--- src/rtl/datapath_ctrl_if.sv ---
// Instruction-issue and datapath-control bundle between an issuer and datapath_ctrl.
// Latency: n/a (wires only); instr_* is a valid/ready handshake, the rest are control outputs.
// Backpressure: the issuer holds instr_valid until instr_ready is seen high at a clock edge.
// Ports: instr_valid/instr/instr_ready handshake; opcode, sel_a, sel_b, imm, imm_sel,
//        reg_enable, flag_en, done, illegal, retired driven by the controller.
interface datapath_ctrl_if;
    logic        instr_valid;
    logic [19:0] instr;
    logic        instr_ready;
    logic [7:0]  opcode;
    logic [3:0]  sel_a;
    logic [3:0]  sel_b;
    logic [3:0]  imm;
    logic        imm_sel;
    logic [15:0] reg_enable;
    logic        flag_en;
    logic        done;
    logic        illegal;
    logic [15:0] retired;

    // Issuer side
    modport master (
        output instr_valid, instr,
        input  instr_ready, opcode, sel_a, sel_b, imm, imm_sel,
               reg_enable, flag_en, done, illegal, retired
    );

    // Controller side
    modport slave (
        input  instr_valid, instr,
        output instr_ready, opcode, sel_a, sel_b, imm, imm_sel,
               reg_enable, flag_en, done, illegal, retired
    );
endinterface

--- src/rtl/datapath_ctrl.sv ---
// Four-state instruction sequencer driving ALU mux selects, register/flag write enables.
// Latency: accept at edge N -> DECODE N+1, EXEC N+2, WRITE N+3, ready again N+4.
// Backpressure: instr_ready only in IDLE; instr_valid while busy is ignored.
// Ports: clk, reset (sync, active-high); bus (slave modport of datapath_ctrl_if) carrying
//        the instruction handshake and all control outputs.
module datapath_ctrl (
    input  logic             clk,
    input  logic             reset,
    datapath_ctrl_if.slave   bus
);

    typedef enum logic [1:0] {
        IDLE   = 2'd0,
        DECODE = 2'd1,
        EXEC   = 2'd2,
        WRITE  = 2'd3
    } state_t;

    localparam logic [7:0] OP_CMP  = 8'h0A;
    localparam logic [7:0] OP_CMPI = 8'h0B;
    localparam logic [7:0] OP_CMPU = 8'h0C;
    localparam logic [7:0] OP_NOP  = 8'h17;
    localparam logic [7:0] OP_FLAG_MAX = 8'h10;

    state_t      state_q, state_d;
    logic [19:0] instr_q, instr_d;
    logic [15:0] retired_q, retired_d;

    logic [7:0]  lat_op;
    logic [3:0]  lat_rdest;
    logic [3:0]  lat_rsrc;
    logic [3:0]  lat_imm;
    logic        op_legal;
    logic        op_imm;
    logic        op_writes;

    assign lat_op    = instr_q[19:12];
    assign lat_rdest = instr_q[11:8];
    assign lat_rsrc  = instr_q[7:4];
    assign lat_imm   = instr_q[3:0];

    // Opcode classification from the latched instruction
    always_comb begin
        op_legal = (lat_op <= OP_NOP);
        op_imm   = 1'b0;
        case (lat_op)
            8'h01, 8'h03, 8'h06, 8'h07, 8'h09, 8'h0B, 8'h12, 8'h14: op_imm = 1'b1;
            default: op_imm = 1'b0;
        endcase
        // Compares and NOP only touch flags (or nothing), never a register
        op_writes = op_legal && (lat_op != OP_CMP) && (lat_op != OP_CMPI) &&
                    (lat_op != OP_CMPU) && (lat_op != OP_NOP);
    end

    // Next-state logic
    always_comb begin
        state_d   = state_q;
        instr_d   = instr_q;
        retired_d = retired_q;
        case (state_q)
            IDLE: begin
                if (bus.instr_valid) begin
                    instr_d = bus.instr;
                    state_d = DECODE;
                end
            end
            DECODE: state_d = EXEC;
            EXEC:   state_d = WRITE;
            WRITE: begin
                state_d   = IDLE;
                retired_d = retired_q + 16'd1;
            end
            default: state_d = IDLE;
        endcase
    end

    always_ff @(posedge clk) begin
        if (reset) begin
            state_q   <= IDLE;
            instr_q   <= '0;
            retired_q <= '0;
        end else begin
            state_q   <= state_d;
            instr_q   <= instr_d;
            retired_q <= retired_d;
        end
    end

    // Outputs: idle presents a NOP with zeroed selects; busy states expose the latched fields
    always_comb begin
        bus.instr_ready = 1'b0;
        bus.opcode      = OP_NOP;
        bus.sel_a       = 4'd0;
        bus.sel_b       = 4'd0;
        bus.imm         = 4'd0;
        bus.imm_sel     = 1'b0;
        bus.reg_enable  = 16'd0;
        bus.flag_en     = 1'b0;
        bus.done        = 1'b0;
        bus.illegal     = 1'b0;
        bus.retired     = retired_q;
        if (state_q == IDLE) begin
            bus.instr_ready = 1'b1;
        end else begin
            bus.opcode  = lat_op;
            bus.sel_a   = lat_rdest;
            bus.sel_b   = lat_rsrc;
            bus.imm     = lat_imm;
            bus.imm_sel = op_imm;
        end
        if (state_q == EXEC && lat_op <= OP_FLAG_MAX) begin
            bus.flag_en = 1'b1;
        end
        if (state_q == WRITE) begin
            bus.done    = 1'b1;
            bus.illegal = !op_legal;
            if (op_writes) begin
                bus.reg_enable = 16'd1 << lat_rdest;
            end
        end
    end

endmodule

--- src/flat_wrapper.sv ---
// flat-port wrapper written by rule: the top's interface ports become plain ports
module datapath_ctrl_flat 
  (clk, reset, bus_instr_valid, bus_instr, bus_instr_ready, bus_opcode, bus_sel_a, bus_sel_b, bus_imm, bus_imm_sel, bus_reg_enable, bus_flag_en, bus_done, bus_illegal, bus_retired);
  datapath_ctrl_if bus_i ();
  input  logic clk;
  input  logic reset;
  input wire logic [$bits(bus_i.instr_valid)-1:0] bus_instr_valid;
  input wire logic [$bits(bus_i.instr)-1:0] bus_instr;
  output wire logic [$bits(bus_i.instr_ready)-1:0] bus_instr_ready;
  output wire logic [$bits(bus_i.opcode)-1:0] bus_opcode;
  output wire logic [$bits(bus_i.sel_a)-1:0] bus_sel_a;
  output wire logic [$bits(bus_i.sel_b)-1:0] bus_sel_b;
  output wire logic [$bits(bus_i.imm)-1:0] bus_imm;
  output wire logic [$bits(bus_i.imm_sel)-1:0] bus_imm_sel;
  output wire logic [$bits(bus_i.reg_enable)-1:0] bus_reg_enable;
  output wire logic [$bits(bus_i.flag_en)-1:0] bus_flag_en;
  output wire logic [$bits(bus_i.done)-1:0] bus_done;
  output wire logic [$bits(bus_i.illegal)-1:0] bus_illegal;
  output wire logic [$bits(bus_i.retired)-1:0] bus_retired;
  assign bus_i.instr_valid = bus_instr_valid;
  assign bus_i.instr = bus_instr;
  assign bus_instr_ready = bus_i.instr_ready;
  assign bus_opcode = bus_i.opcode;
  assign bus_sel_a = bus_i.sel_a;
  assign bus_sel_b = bus_i.sel_b;
  assign bus_imm = bus_i.imm;
  assign bus_imm_sel = bus_i.imm_sel;
  assign bus_reg_enable = bus_i.reg_enable;
  assign bus_flag_en = bus_i.flag_en;
  assign bus_done = bus_i.done;
  assign bus_illegal = bus_i.illegal;
  assign bus_retired = bus_i.retired;
  datapath_ctrl u_core (.clk(clk), .reset(reset), .bus(bus_i));
endmodule
--- config.mk ---
export PLATFORM = sky130hd
export DESIGN_NAME = datapath_ctrl_flat
export DESIGN_NICKNAME = d
export VERILOG_FILES = /design/src/rtl/datapath_ctrl_if.sv /design/src/rtl/datapath_ctrl.sv /design/src/flat_wrapper.sv
export SDC_FILE = /design/constraint.sdc
export NUM_CORES = 1
export LEC_CHECK = 0
export BUFFER_PORTS_ARGS = -buffer_cell sky130_fd_sc_hd__buf_2
export CORE_UTILIZATION = 52
export CTS_CLUSTER_SIZE = 20
export DETAILED_ROUTE_END_ITERATION = 6
export PLACE_DENSITY_LB_ADDON = 0.05
export SYNTH_ARGS = -nofsm -noshare
export SYNTH_HDL_FRONTEND = slang
export SYNTH_SLANG_ARGS = --single-unit
--- constraint.sdc ---
create_clock -name clk -period 5.44 [get_ports clk]
set_input_delay 1.632 -clock clk [delete_from_list [all_inputs] [get_ports clk]]
set_output_delay 1.632 -clock clk [all_outputs]
set_load 0.03 [all_outputs]
==> results of run 1 <==
final cells by class:
class                           instances  area [sq um]  share of cell area (%)
Inverter                                3          11.3                   0.452
Timing Repair Buffer                   80           403                    16.2
Sequential cell                        39           781                    31.3
Clock inverter                          1          5.00                   0.201
Tap cell                               48          60.1                    2.41
Clock buffer                            6          82.6                    3.31
Multi-Input combinational cell        203          1150                    46.2
per-stage QoR:
step           power [mW]  area [sq um]  setup WS [ns]  std cells  utilization (%)
2_1_floorplan       0.653          2000           1.85        260                -
3_3_place_gp        0.736          2410           1.88        373             65.2
3_5_place_dp        0.742          2410           1.84        373             65.2
4_1_cts             0.935          2490           1.52        380             67.6
5_1_grt             0.983          2490           1.39        380             67.6
6_report            0.929          2490           1.51        380             67.6
cell families after synthesis:
kind of cell | count (synthesis) | share of synthesized area [%]
AO/OA/AOI/OAI | 34 | 9.86
XOR/XNOR | 13 | 5.68
AND/OR/NAND/NOR | 148 | 37.2
multiplexers | 3 | 1.56
buffers and inverters | 18 | 3.62
flip-flops | 39 | 39.0
adder cells (fa/ha/maj) | 5 | 3.12
registers in the layout, summed over array words and instances (netlist names), named ones only:
name and cells:
u_core.instr_q 20, u_core.bus.retired 16, u_core.state_q 2
cells in the final DEF (no fill, tap or decap), types with 4 or more instances in the layout:
cell type / synthesis / layout
a21oi_1: 23 / 23
and2_1: 4 / 4
and3_1: 5 / 5
buf_2: 4 / 79
clkbuf_8: 0 / 6
dfxtp_1: 39 / 39
ha_1: 5 / 5
nand2_1: 47 / 47
nand3_1: 4 / 4
nand4_1: 16 / 16
nor2_1: 31 / 31
nor2b_1: 21 / 21
or2_2: 4 / 4
or3_1: 4 / 4
xnor2_1: 5 / 5
xor2_1: 8 / 8
where the power goes:
group | total (mW) | internal, mW | switching (mW)
registers | 0.351 | 0.320 | 0.0308
clock network | 0.193 | 0.0994 | 0.0941
logic | 0.385 | 0.121 | 0.264
worst max-delay path: stages, from the launching register on:
cell and delay (ns):
dfxtp_1 0.38, ha_1 0.66, nand2_1 0.11, or4b_4 0.53
nor3_2 0.12, buf_2 0.21
layer usage:
layer  track usage [%]  vias up  routed length (um)
met2              40.7       49                2130
met1              26.7      834                2030
li1                  -     1016                   -
met3              5.54        7                 228
met5                 0        -                   0
met4              7.95        0                  57
path summary, 6_finish.rpt:
| check | startpoint | to | slack, ns | cells past startpoint |
|---|---|---|---|---|
| setup / recovery | u_core.state_q[1]$_SDFFE_PP0P_ | bus_reg_enable[1] | 1.51 | 5 |
| hold / removal | u_core.instr_q[2]$_SDFFE_PP0N_ | u_core.instr_q[2]$_SDFFE_PP0N_ | 0.45 | 2 |
| setup reg to reg | u_core.state_q[0]$_SDFFE_PP0P_ | register | 2.54 | 7 |
| hold reg to reg | u_core.instr_q[2]$_SDFFE_PP0N_ | u_core.instr_q[2]$_SDFFE_PP0N_ | 0.45 | 2 |
==> flow_summary.yaml, run 1 <==
yosys:
  yosys_warnings: 0
  synthCells: 260
  ys_async_sr_fraction_pct: 0
  ys_ff_latch: 39
  yosysTopAreaCell: "dfxtp_1"
  syn_avg_cell_area_sq_um: 7.71
  ys_top_cells_by_area: "dfxtp_1 39%, nand2_1 8.8%, nor2b_1 6.6%"
  synth_edf_count: 0
  yosysMostFrequentCell: "nand2_1"
  synth_top_area_share_pct: 39.0
  synth_seq_area_share_pct: 39.0
  synthDistinctLibCells: 36
  synth_nets: 288
  synth_common_cells: "47 x nand2_1, 39 x dfxtp_1, 31 x nor2_1, 23 x a21oi_1, 21 x nor2b_1"
  ys.flop_type: "dfxtp_1"
  syn_area_sq_um: 2000
floorplanning:
  start_util_pct: 54.3
  core_area_sq_um: 3690
  core.rowCount: 22
  die_area_sq_um: 4110
  die_x_um: 64.1
  io_pins: 80
  die_h_um: 64.1
grt:
  grt_max_degree: 40
  grt_overflow_total: 0
  antenna_found_initial: 0
  grt_first_pass_wirelength_um: 7430
  track_usage_pct: 23.0
  grt_pass1_vias: 1666
timing:
  worst_clock_skew_ns: 0.00341
  max_slew_margin_pct: 37.6
  grt_setup_unrepaired: "false"
  post-route-period-util_pct: 72.3
  period_needed_ns: 3.93
  max_freq_mhz: 254
  holdWs_ns: 0.452
  hold_viol: 0
  tns_ns: 0
  tightest_slew_ns: 0.936
  final-max-slew-violation-count: 0
  setup_viol: 0
worst_setup_path:
  arrival_ns: 2.30
  cp.required_ns: 3.81
  path_max_fanout: 21
  critPathLaunchType: "register"
  end_kind: "output port"
  critPathKind: "reg -> out"
hold_path:
  min_path_type: "reg -> reg"
outcome:
  outcome: "finished, final reports clean"
pwr:
  leakage_nw: 1.17
  powerDensity_nw_per_um2: 373
  peakVddDrop_mv: 0.197
detailed_routing:
  post_drt_via_cell_ratio: 5.02
  wire_per_inst_um: 11.7
  vias: 1906
  drtAntennaViolNets: 0
  drc: 0
  dr.pass1.iters: 4
  drt-total-wl_um: 4450
  drt-initial-drc-count: 69
cells_and_area:
  drive_gt1_share_pct: 29.5
  diodes: 0
  nFillCells: 333
  nets: 360
  area_delta_synth_final_pct: 24.4
clock_network:
  cts_hold_buf: 0
  clk_latency_ns: 0.29
  cts.clk_slew.worst_paths_ns: 0.07
  cts_tree: "built"
  cts_max_path_buffers: 2
  cts.sinks: 39
  cts_resized: 0
  cts-root-buf: "clkbuf_8"
  cts_max_level: 2
  cts_setup_buffers: 0
  cts_made_buffers: 5
place:
  gp_congestion: 0.817
  dp_hpwl_um: 3130
  io_buffers: 79
run:
  max_cap_violations: 0
No activity file was read; power rests on OpenSTA's default activity.
==> run 2: changes to the inputs <==
--- a/config.mk
+++ b/config.mk
@@ -6,7 +6,7 @@
 export NUM_CORES = 1
 export LEC_CHECK = 0
 export BUFFER_PORTS_ARGS = -buffer_cell sky130_fd_sc_hd__buf_2
-export CORE_UTILIZATION = 52
+export CORE_UTILIZATION = 48
 export CTS_CLUSTER_SIZE = 20
 export DETAILED_ROUTE_END_ITERATION = 6
 export PLACE_DENSITY_LB_ADDON = 0.05
==> constraint.sdc (replaced) <==
create_clock -name clk -period 3.7 [get_ports clk]
set_input_delay 1.11 -clock clk [delete_from_list [all_inputs] [get_ports clk]]
set_output_delay 1.11 -clock clk [all_outputs]
set_load 0.03 [all_outputs]
==> run 2 against run 1 <==
Net effect: die area up 8.1%; wire length is 1.7% lower; hold slack worse by 0.00085 ns; sequential cell count unchanged; final cell count grew 1.6%; clock skew up 0.0018 ns; register-to-register slack got worse by 1.5 ns; core utilization is 4.8 points lower; critical path depth up 1; total power increased by 46%; sequential share of layout area decreased by 0.23 points; cell area grew 0.75%; critical path type unchanged.
==> flow_summary.yaml, run 2 (synthesized netlist as in run 1, its figures left out) <==
cells_and_area:
  diodes: 0
  nets: 363
  final_common_cell: "buf_2"
  drive_gt1_share_pct: 29.8
  nFillCells: 390
  layout_common_cells: "79 x buf_2, 47 x nand2_1, 39 x dfxtp_1"
  largest_reg_flops: 20
  stdcell_count: 386
  top_register: "u_core.instr_q"
  area_delta_synth_final_pct: 25.3
  design_area_sq_um: 2510
clock_network:
  cts_max_level: 2
  cts_hold_buf: 0
  cts_made_buffers: 5
  cts_max_path_buffers: 2
  cts.sinks: 39
  cts.clk_slew.worst_paths_ns: 0.07
  cts_setup_buffers: 0
  clk_latency_ns: 0.28
  cts_resized: 0
  cts_tree: "built"
  cts-root-buf: "clkbuf_8"
grt:
  grt_first_pass_wirelength_um: 7400
  grt_overflow_total: 0
  antenna_found_initial: 0
  grt_max_degree: 40
  track_usage_pct: 21.4
  grt_pass1_vias: 1725
floorplanning:
  die_area_sq_um: 4440
  core_area_sq_um: 4000
  io_pins: 80
  core.rowCount: 23
  start_util_pct: 50.1
  die_h_um: 66.6
  die_x_um: 66.6
detailed_routing:
  drtAntennaViolNets: 0
  drt-initial-drc-count: 128
  drt-total-wl_um: 4380
  dr.pass1.iters: 4
  vias: 1936
  post_drt_via_cell_ratio: 5.02
  drc: 0
  wire_per_inst_um: 11.3
worst_setup_path:
  path_max_fanout: 14
  crit_buf_inv: 1
  critPathKind: "reg -> out"
  timing.rr.start: "u_core.state_q[0]$_SDFFE_PP0P_"
  critPathMaxStageDelay_ns: 0.59
  end_kind: "output port"
  slowest_stage: "or4b_4"
  critPathLaunchType: "register"
  critPathTopFamily: "simple AND/OR/NAND/NOR gates"
  cp_cell_sequence: "nor2_1, mux2_2, a22o_1, or4b_4, nor3_2, buf_2"
  arrival_ns: 2.27
  startpoint: "u_core.instr_q[12]$_SDFFE_PP0N_"
  cp.required_ns: 2.59
timing:
  worst_clock_skew_ns: 0.00519
  period_needed_ns: 3.38
  setup_viol: 0
  grt_setup_unrepaired: "false"
  final-max-slew-violation-count: 0
  holdWs_ns: 0.452
  tightest_slew_ns: 0.686
  max_slew_margin_pct: 54.2
  hold_viol: 0
  max_freq_mhz: 296
  post-route-period-util_pct: 91.2
  tns_ns: 0
pwr:
  leakage_nw: 1.18
  powerDensity_nw_per_um2: 541
  peakVddDrop_mv: 0.308
run:
  max_cap_violations: 0
outcome:
  outcome: "finished, final reports clean"
hold_path:
  min_path_type: "reg -> reg"
  hp-start: "u_core.instr_q[4]$_SDFFE_PP0N_"
place:
  gp_congestion: 0.820
  place_area_sq_um: 2430
  io_buffers: 79
  placedCellCount: 378
  dp_hpwl_um: 3220
==> run 2: cell types whose count changed in the layout (fill, tap and decap cells not counted) <==
cell,change
buf_4,+3
clkbuf_1,+2
clkbuf_8,-1
==> run 2: power breakdown <==
part	switching, mW	leakage, nW	total [mW]	internal (mW)
registers	0.0449	0.318	0.515	0.470
clock network	0.133	0.0422	0.265	0.132
logic	0.387	0.820	0.580	0.193
total	0.565	1.18	1.36	0.795
==> run 2: worst paths after layout <==
| check | endpoint | slack (ns) | depth (start not counted) |
|---|---|---|---|
| worst max register to register | register | 1.00 | 8 |
| worst min-delay path | u_core.instr_q[4]$_SDFFE_PP0N_ | 0.45 | 2 |
| worst min register to register | u_core.instr_q[4]$_SDFFE_PP0N_ | 0.45 | 2 |
| worst max-delay path | bus_reg_enable[1] | 0.32 | 6 |
==> run 2: area by class of cell <==
type	instances	area [sq um]	area share (%)
clock buffer	7	76.3	3.04
multi-input combinational	203	1150	45.8
timing repair buffer	83	425	16.9
tap	50	62.6	2.49
inverter	3	11.3	0.448
sequential	39	781	31.1
clock inverter	1	5.00	0.199
==> run 2: per-layer routing <==
layer	global-route usage [%]	wire, um	vias to the layer above
met1	26.4	2050	856
met2	36.0	2000	56
met5	0	0	-
met3	4.97	300	2
met4	7.98	23	0
li1	-	-	1022
==> run 2: metrics by stage <==
stage	setup slack (ns)	power, mW	utilization (%)
finish	0.325	1.36	62.8
global route	0.170	1.46	62.8
floorplan	0.629	0.960	-
CTS	0.312	1.37	62.8
global placement	0.664	1.10	60.8
detailed placement	0.624	1.11	60.8
==> run 2: worst reg2reg max path: stages, from the launching register on <==
cell and delay, ns:
dfxtp_1 0.31, inv_1 0.11, ha_1 0.50, buf_4 0.28, and2_1 0.59, nand2_1 0.12
a21oi_1 0.23, nor3b_1 0.08, or3_1 0.36
